[src/rtl/demux_reg_88.sv]
// demux_reg_88: valid/ready write port that routes one byte into one of eight
// held output registers (a..h). FILL sequences one byte into all eight, one per cycle.
// Optional feature macro: DEMUX_STROBE_EN adds stb[7:0], a one-cycle update pulse per register.
module demux_reg_88 #(
  parameter logic [7:0] RESET_VAL  = 8'h00,
  parameter logic [2:0] FILL_START = 3'd0
) (
  input  logic       clk,
  input  logic       reset_n,
  input  logic [2:0] sel,
  input  logic [1:0] cmd,
  input  logic [7:0] d,
  input  logic       wr_valid,
  output logic       wr_ready,
  output logic [7:0] a,
  output logic [7:0] b,
  output logic [7:0] c,
  output logic [7:0] d_o,
  output logic [7:0] e,
  output logic [7:0] f,
  output logic [7:0] g,
  output logic [7:0] h,
  output logic [7:0] written,
`ifdef DEMUX_STROBE_EN
  output logic [7:0] stb,
`endif
  output logic       busy
);

  localparam int unsigned DW   = 8;
  localparam int unsigned NREG = 8;
  localparam int unsigned IW   = 3;

  localparam logic [1:0] CMD_WRITE = 2'b00;
  localparam logic [1:0] CMD_FILL  = 2'b01;
  localparam logic [1:0] CMD_CLEAR = 2'b10;

  typedef enum logic {ST_IDLE, ST_FILL} state_e;

  state_e          state_q, state_d;
  logic [DW-1:0]   regs_q [NREG];
  logic [DW-1:0]   regs_d [NREG];
  logic [NREG-1:0] written_q, written_d;
  logic [IW-1:0]   idx_q, idx_d;
  logic [IW-1:0]   cnt_q, cnt_d;
  logic [DW-1:0]   fill_q, fill_d;

  // Next-state decode: IDLE accepts one command per edge, FILL walks the index
  always_comb begin
    state_d   = state_q;
    regs_d    = regs_q;
    written_d = written_q;
    idx_d     = idx_q;
    cnt_d     = cnt_q;
    fill_d    = fill_q;
    case (state_q)
      ST_IDLE: begin
        if (wr_valid) begin
          case (cmd)
            CMD_WRITE: begin
              regs_d[sel]    = d;
              written_d[sel] = 1'b1;
            end
            CMD_FILL: begin
              fill_d  = d;
              idx_d   = FILL_START;
              cnt_d   = IW'(0);
              state_d = ST_FILL;
            end
            CMD_CLEAR: begin
              for (int i = 0; i < NREG; i++) regs_d[i] = RESET_VAL;
              written_d = '0;
            end
            default: ;
          endcase
        end
      end
      ST_FILL: begin
        regs_d[idx_q]    = fill_q;
        written_d[idx_q] = 1'b1;
        idx_d            = idx_q + IW'(1);
        cnt_d            = cnt_q + IW'(1);
        if (cnt_q == IW'(NREG - 1)) state_d = ST_IDLE;
      end
      default: state_d = ST_IDLE;
    endcase
  end

  // State and datapath registers; reset aborts any FILL in flight
  always_ff @(posedge clk or negedge reset_n) begin
    if (!reset_n) begin
      state_q   <= ST_IDLE;
      for (int i = 0; i < NREG; i++) regs_q[i] <= RESET_VAL;
      written_q <= '0;
      idx_q     <= FILL_START;
      cnt_q     <= '0;
      fill_q    <= '0;
    end else begin
      state_q   <= state_d;
      regs_q    <= regs_d;
      written_q <= written_d;
      idx_q     <= idx_d;
      cnt_q     <= cnt_d;
      fill_q    <= fill_d;
    end
  end

`ifdef DEMUX_STROBE_EN
  logic [NREG-1:0] stb_q, stb_d;

  // One-hot of the register updated on this edge (WRITE or FILL step, never CLEAR)
  always_comb begin
    stb_d = '0;
    if (state_q == ST_FILL) stb_d[idx_q] = 1'b1;
    else if (wr_valid && (cmd == CMD_WRITE)) stb_d[sel] = 1'b1;
  end

  // Strobe register: pulse appears the cycle the new value becomes visible
  always_ff @(posedge clk or negedge reset_n) begin
    if (!reset_n) stb_q <= '0;
    else          stb_q <= stb_d;
  end

  assign stb = stb_q;
`endif

  assign wr_ready = (state_q == ST_IDLE) && reset_n;
  assign busy     = (state_q == ST_FILL);
  assign written  = written_q;
  assign a        = regs_q[0];
  assign b        = regs_q[1];
  assign c        = regs_q[2];
  assign d_o      = regs_q[3];
  assign e        = regs_q[4];
  assign f        = regs_q[5];
  assign g        = regs_q[6];
  assign h        = regs_q[7];

endmodule
[config.mk]
export PLATFORM = sky130hd
export DESIGN_NAME = demux_reg_88
export DESIGN_NICKNAME = d
export VERILOG_FILES = /design/src/rtl/demux_reg_88.sv
export SDC_FILE = /design/constraint.sdc
export NUM_CORES = 1
export LEC_CHECK = 0
export BUFFER_PORTS_ARGS = -buffer_cell sky130_fd_sc_hd__clkbuf_2
export CAP_MARGIN = 5
export CORE_AREA = 10 10 101 103
export DETAILED_ROUTE_END_ITERATION = 12
export DIE_AREA = 0 0 111 113
export PLACE_DENSITY = 0.8
export RECOVER_POWER = 50
export SYNTH_ARGS = -nofsm -noshare
export SYNTH_HDL_FRONTEND = slang
export SYNTH_SLANG_ARGS = --single-unit
[constraint.sdc]
create_clock -name clk -period 4.3 [get_ports clk]
set_input_delay 0.215 -clock clk [delete_from_list [all_inputs] [get_ports clk]]
set_output_delay 0.215 -clock clk [all_outputs]
set_load 0.02 [all_outputs]
# After elaboration in Yosys (flattened, before gate mapping)
# Cells that the tools add are included.
[totals] ff_bits=87 inputBits=16
[op_classes] addsub=2 n_lt_le_gt_ge=8 eq_ne=6 n_mux=24 bitwise_logic=5 n_reduce_logical=9
[op_table] operator="$pmux W64 S2" count=2
[op_table] operator="$bwmux W64" count=2
[op_table] operator="$mux W64" count=1
[op_table] operator="$demux W8 S3" count=2
[op_table] operator="$pmux W8 S2" count=2
[op_table] operator="$mux W8" count=3
[op_table] operator="$or A8 B8 Y8" count=2
[op_table] operator="$pmux W3 S2" count=2
[op_table] operator="$ge A4 B4 Y1 const B" count=2
[op_table] operator="$lt A3 B4 Y1 const B" count=2
[op_table] operator="$lt A4 B1 Y1 const B" count=2
[op_table] operator="$not A3 Y4" count=2
[op_table] operator="$add A3 B1 Y3 const B" count=2
[op_table] operator="$demux W1 S3" count=2
[op_table] operator="$ge A3 B1 Y1 const B" count=2
[op_table] operator="$mux W3" count=2
[op_table] operator="$logic_and A1 B1 Y1" count=5
[op_table] operator="$mux W1" count=5
[op_table] operator="$reduce_and A2 Y1" count=2
[op_table] operator="$eq A3 B3 Y1 const B" count=1
[op_table] operator="$ne A3 B1 Y1 const B" count=1
[op_table] operator="$reduce_and A3 Y1" count=1
[op_table] operator="$eq A2 B1 Y1 const B" count=1
[op_table] operator="$eq A2 B2 Y1 const B" count=1
[op_table] operator="other kinds (5)" count=5

# Logic depth before layout (Yosys ltp)
[depth] ltp_word=9 ltp_mapped=7 ltp_nobuf=4

# Least setup slack after synthesis
# No wires, ideal clock.
[synth_path] path_kind="reg2reg" from="register state_q, in the netlist busy" to="register regs_q, in the netlist b[0]" setup_time_ps=125 arrival_ps=1653 t_required_ps=4175 slack_ps=2522 path_stages_with_launch=7 path_buffers=2 period_less_slack_ps=1778 path_cell_list="dfrtp_1 > and2_1 > buf_6 > and2_1 > buf_6 > o22ai_4 > mux2_2"
[synth_between] elab_chain_cells=3 word_cells_on_any_way=5
[synth_rtl] item="start, declared" line_no="40" rtl="state_e state_q, state_d;"
[synth_rtl] item="start signal, assigned" line_no="99" rtl="state_q <= state_d;"
[synth_rtl] item="$not A1 Y1 (no line)"
[synth_rtl] item="$ne A3 B1 Y1 (no line) / $ne A2 B2 Y1 (equally long branches)"
[synth_rtl] item="$reduce_and A2 Y1 (no line)"
[synth_rtl] item="end signal, assigned" line_no="100" rtl="regs_q <= regs_d;"
[synth_rtl] item="end, declared" line_no="41" rtl="logic [DW-1:0] regs_q [NREG];"
# Several ways; a longest one is shown, not always the timed one.
# A chain may end at the register's enable or synchronous reset.

# Final worst setup path
[layout_path] from="register state_q, in the netlist busy" to="register regs_q, in the netlist f[0]"
# Same word-level chain as after synthesis.

==> results_dict.tcl <==
set metrics [dict create \
    nets 477 \
    synth_area_leaders "dfrtp_1 50%, a2bb2oi_1 8.0%, mux2_2 8.0%" \
    clock_latency_ns 0.36 \
    syn-num-nets 415 \
    worst_ep_required_time_ns 4.57 \
    dr.pass1.iters 5 \
    min_path_type "in -> reg" \
    overflow 0 \
    antenna_found_initial 0 \
    p_total_w 0.00426 \
    drcViolationCount 0 \
    antenna_cells 0 \
    arrival_ns 3.18 \
    setup_viol 0 \
    place_inst 551 \
    critical_path_class "reg -> reg" \
    cts_hold_buffers 1 \
    finalMaxSlewViolations 67 \
    grt_pass1_wl_um 20100 \
    core_um2 8130 \
    pin_count 90 \
    cts_sinks 87 \
    layoutNonFillerInstCount 568 \
    die_w_um 111 \
    fin_setup_tns_ns 0 \
    power.density_nw_per_um2 867 \
    rr_worst_depth 4 \
    finalCritPeriodShare 0.676 \
    vias 3802 \
    synth_most_common_cell "dfrtp_1" \
    synthArstFlopShare 1.00 \
    drv_cap 1 \
    final-hold-violation-count 0 \
    violations "max-capacitance violations, max-slew violations" \
    holdPathStages 3 \
    post-route-min-period_ns 2.91 \
    path_clk_slew_ns 0.09 \
    ys_seq_elements 87 \
    die_h_um 113 \
    ctsResizeCount 0 \
    avgSynthCellArea_um2 11.1 \
    dp.final_hpwl_um 8600 \
    fp.dieArea_um2 12500 \
    gp_congestion 0.850 \
    grt_max_degree 67 \
    initial_core_util 0.539 \
    vias_per_cell 6.69 \
    routedWlPerCell_um 22.7 \
    ir_drop_mv 0.477 \
    numCtsBuffers 9 \
    synth_edf_count 0 \
    antenna_left 0 \
    cts_setup_buffers 0 \
    max_freq_mhz 344 \
    fin_hold_ws_ns 0.251 \
    cts_buffer_depth 2 \
    drt_iter0_drc 323 \
    wl_um 12900 \
    tritoncts "yes" \
    ys_dominant_reg_cell "dfrtp_1" \
    syn_to_final_growth_pct 12.1 \
    layout-drive-gt1-share 0.179 \
    slew_headroom -0.104 \
    synthesis.area_um2 4390 \
    io_buffers 89 \
    htree_levels 3 \
    yosys-top-cells-count "87 x dfrtp_1, 42 x o21ai_0, 40 x a2bb2oi_1, 40 x a31oi_1, 31 x mux2_2" \
    ys_types 37 \
    rows 33 \
    gr-usage-all-layers 0.197 \
    synth_top_area_cell "dfrtp_1" \
    p_leak_nw 2.06 \
    startpoint_type "flop" \
    cts-root-buf "clkbuf_8" \
    path_max_fanout 28 \
    grt_pass1_vias 3762 \
    ys_seq_area_frac 0.496 \
    end_kind "flop" \
    ys_warn_count 0 \
    syn_inst 396 \
    grt_setup_unrepaired "false" \
    status "finished, violations left" \
    worstMarginPinSlew_ns 1.66 \
    skew_ns 0.00958 \
    rrSetupSlack_ns 1.39 \
    synth_top_area_share 0.496 \
]
## routing by layer
layer	part of all wire	routed length, um	global-route usage	vias up
met3	0.11	1400	0.0512	40
met2	0.44	5720	0.297	253
met5	0	0	0	-
li1	-	-	-	1649
met1	0.42	5350	0.260	1860
met4	0.031	402	0.0911	0
## registers in the layout (all words and copies together), names as in the netlist
name and count:
a 8, b 8, c 8, d_o 8, e 8, f 8, fill_q 8, g 8
h 8, written 8, cnt_q 3, idx_q 3, busy 1
## per-stage QoR
step	utilization	setup slack, ns	cell area, um2
3_5_place_dp	0.590	1.46	4800
6_report	0.605	1.39	4920
2_1_floorplan	-	2.52	4390
3_3_place_gp	0.590	1.63	4800
5_1_grt	0.605	0.903	4920
4_1_cts	0.616	1.46	5010
## cells by family (layout without fill, tap and decap cells)
logic type / count (synthesis) / after routing / synth area share
xor gates and xnor gates: 1 / 1 / 0.00200
and+or+nand+nor: 50 / 50 / 0.0664
buffers and inverters: 45 / 112 / 0.0485
adders and majority gates: 3 / 3 / 0.00856
muxes: 33 / 33 / 0.0847
AOI/OAI and AO/OA: 177 / 177 / 0.294
DFF: 87 / 87 / 0.496
## critical path, cell delays in order (launching register included)
cell and delay [ns]:
dfrtp_1 0.85, and2_1 0.88, a21oi_2 0.25, a21oi_1 0.62, a2bb2oi_1 0.22
## layout make-up
class	count	area, um2
clock buffer	10	138
tap	105	131
sequential	87	2180
fill	682	3220
clock inverter	6	68.8
inverter	2	7.51
multi-input combinational	264	2000
timing repair buffer	94	392
## layout by cell type (no fill, tap or decap), types with 5 or more instances in the layout
master,netlist,layout
a21oi_1,8,8
a31oi_1,40,40
and2_1,5,5
a22o_1,27,27
o21ai_0,42,42
nor2_1,8,8
nand2_1,8,8
a2bb2oi_1,40,40
nor3_1,6,6
clkbuf_1,13,73
mux2_2,31,31
a21oi_2,7,7
clkbuf_2,0,17
nor2b_1,6,6
clkbuf_8,0,10
dfrtp_1,87,87
## power breakdown
group          switching [W]  total, W  internal, W
Combinational        0.00126   0.00202     0.000759
Clock               0.000304  0.000592     0.000288
Sequential          0.000431   0.00165      0.00122
Total                0.00199   0.00426      0.00227
## path summary, 6_finish.rpt
kind	end	startpoint
setup / recovery	f[0]	busy
hold / removal	idx_q[2]	cmd[1]
setup reg to reg	f[0]	busy
hold reg to reg	e[3]	e[3]
max in group asynchronous	b[4]	reset_n
min in group asynchronous	c[0]	reset_n
Power figures use the tool's default switching activity.
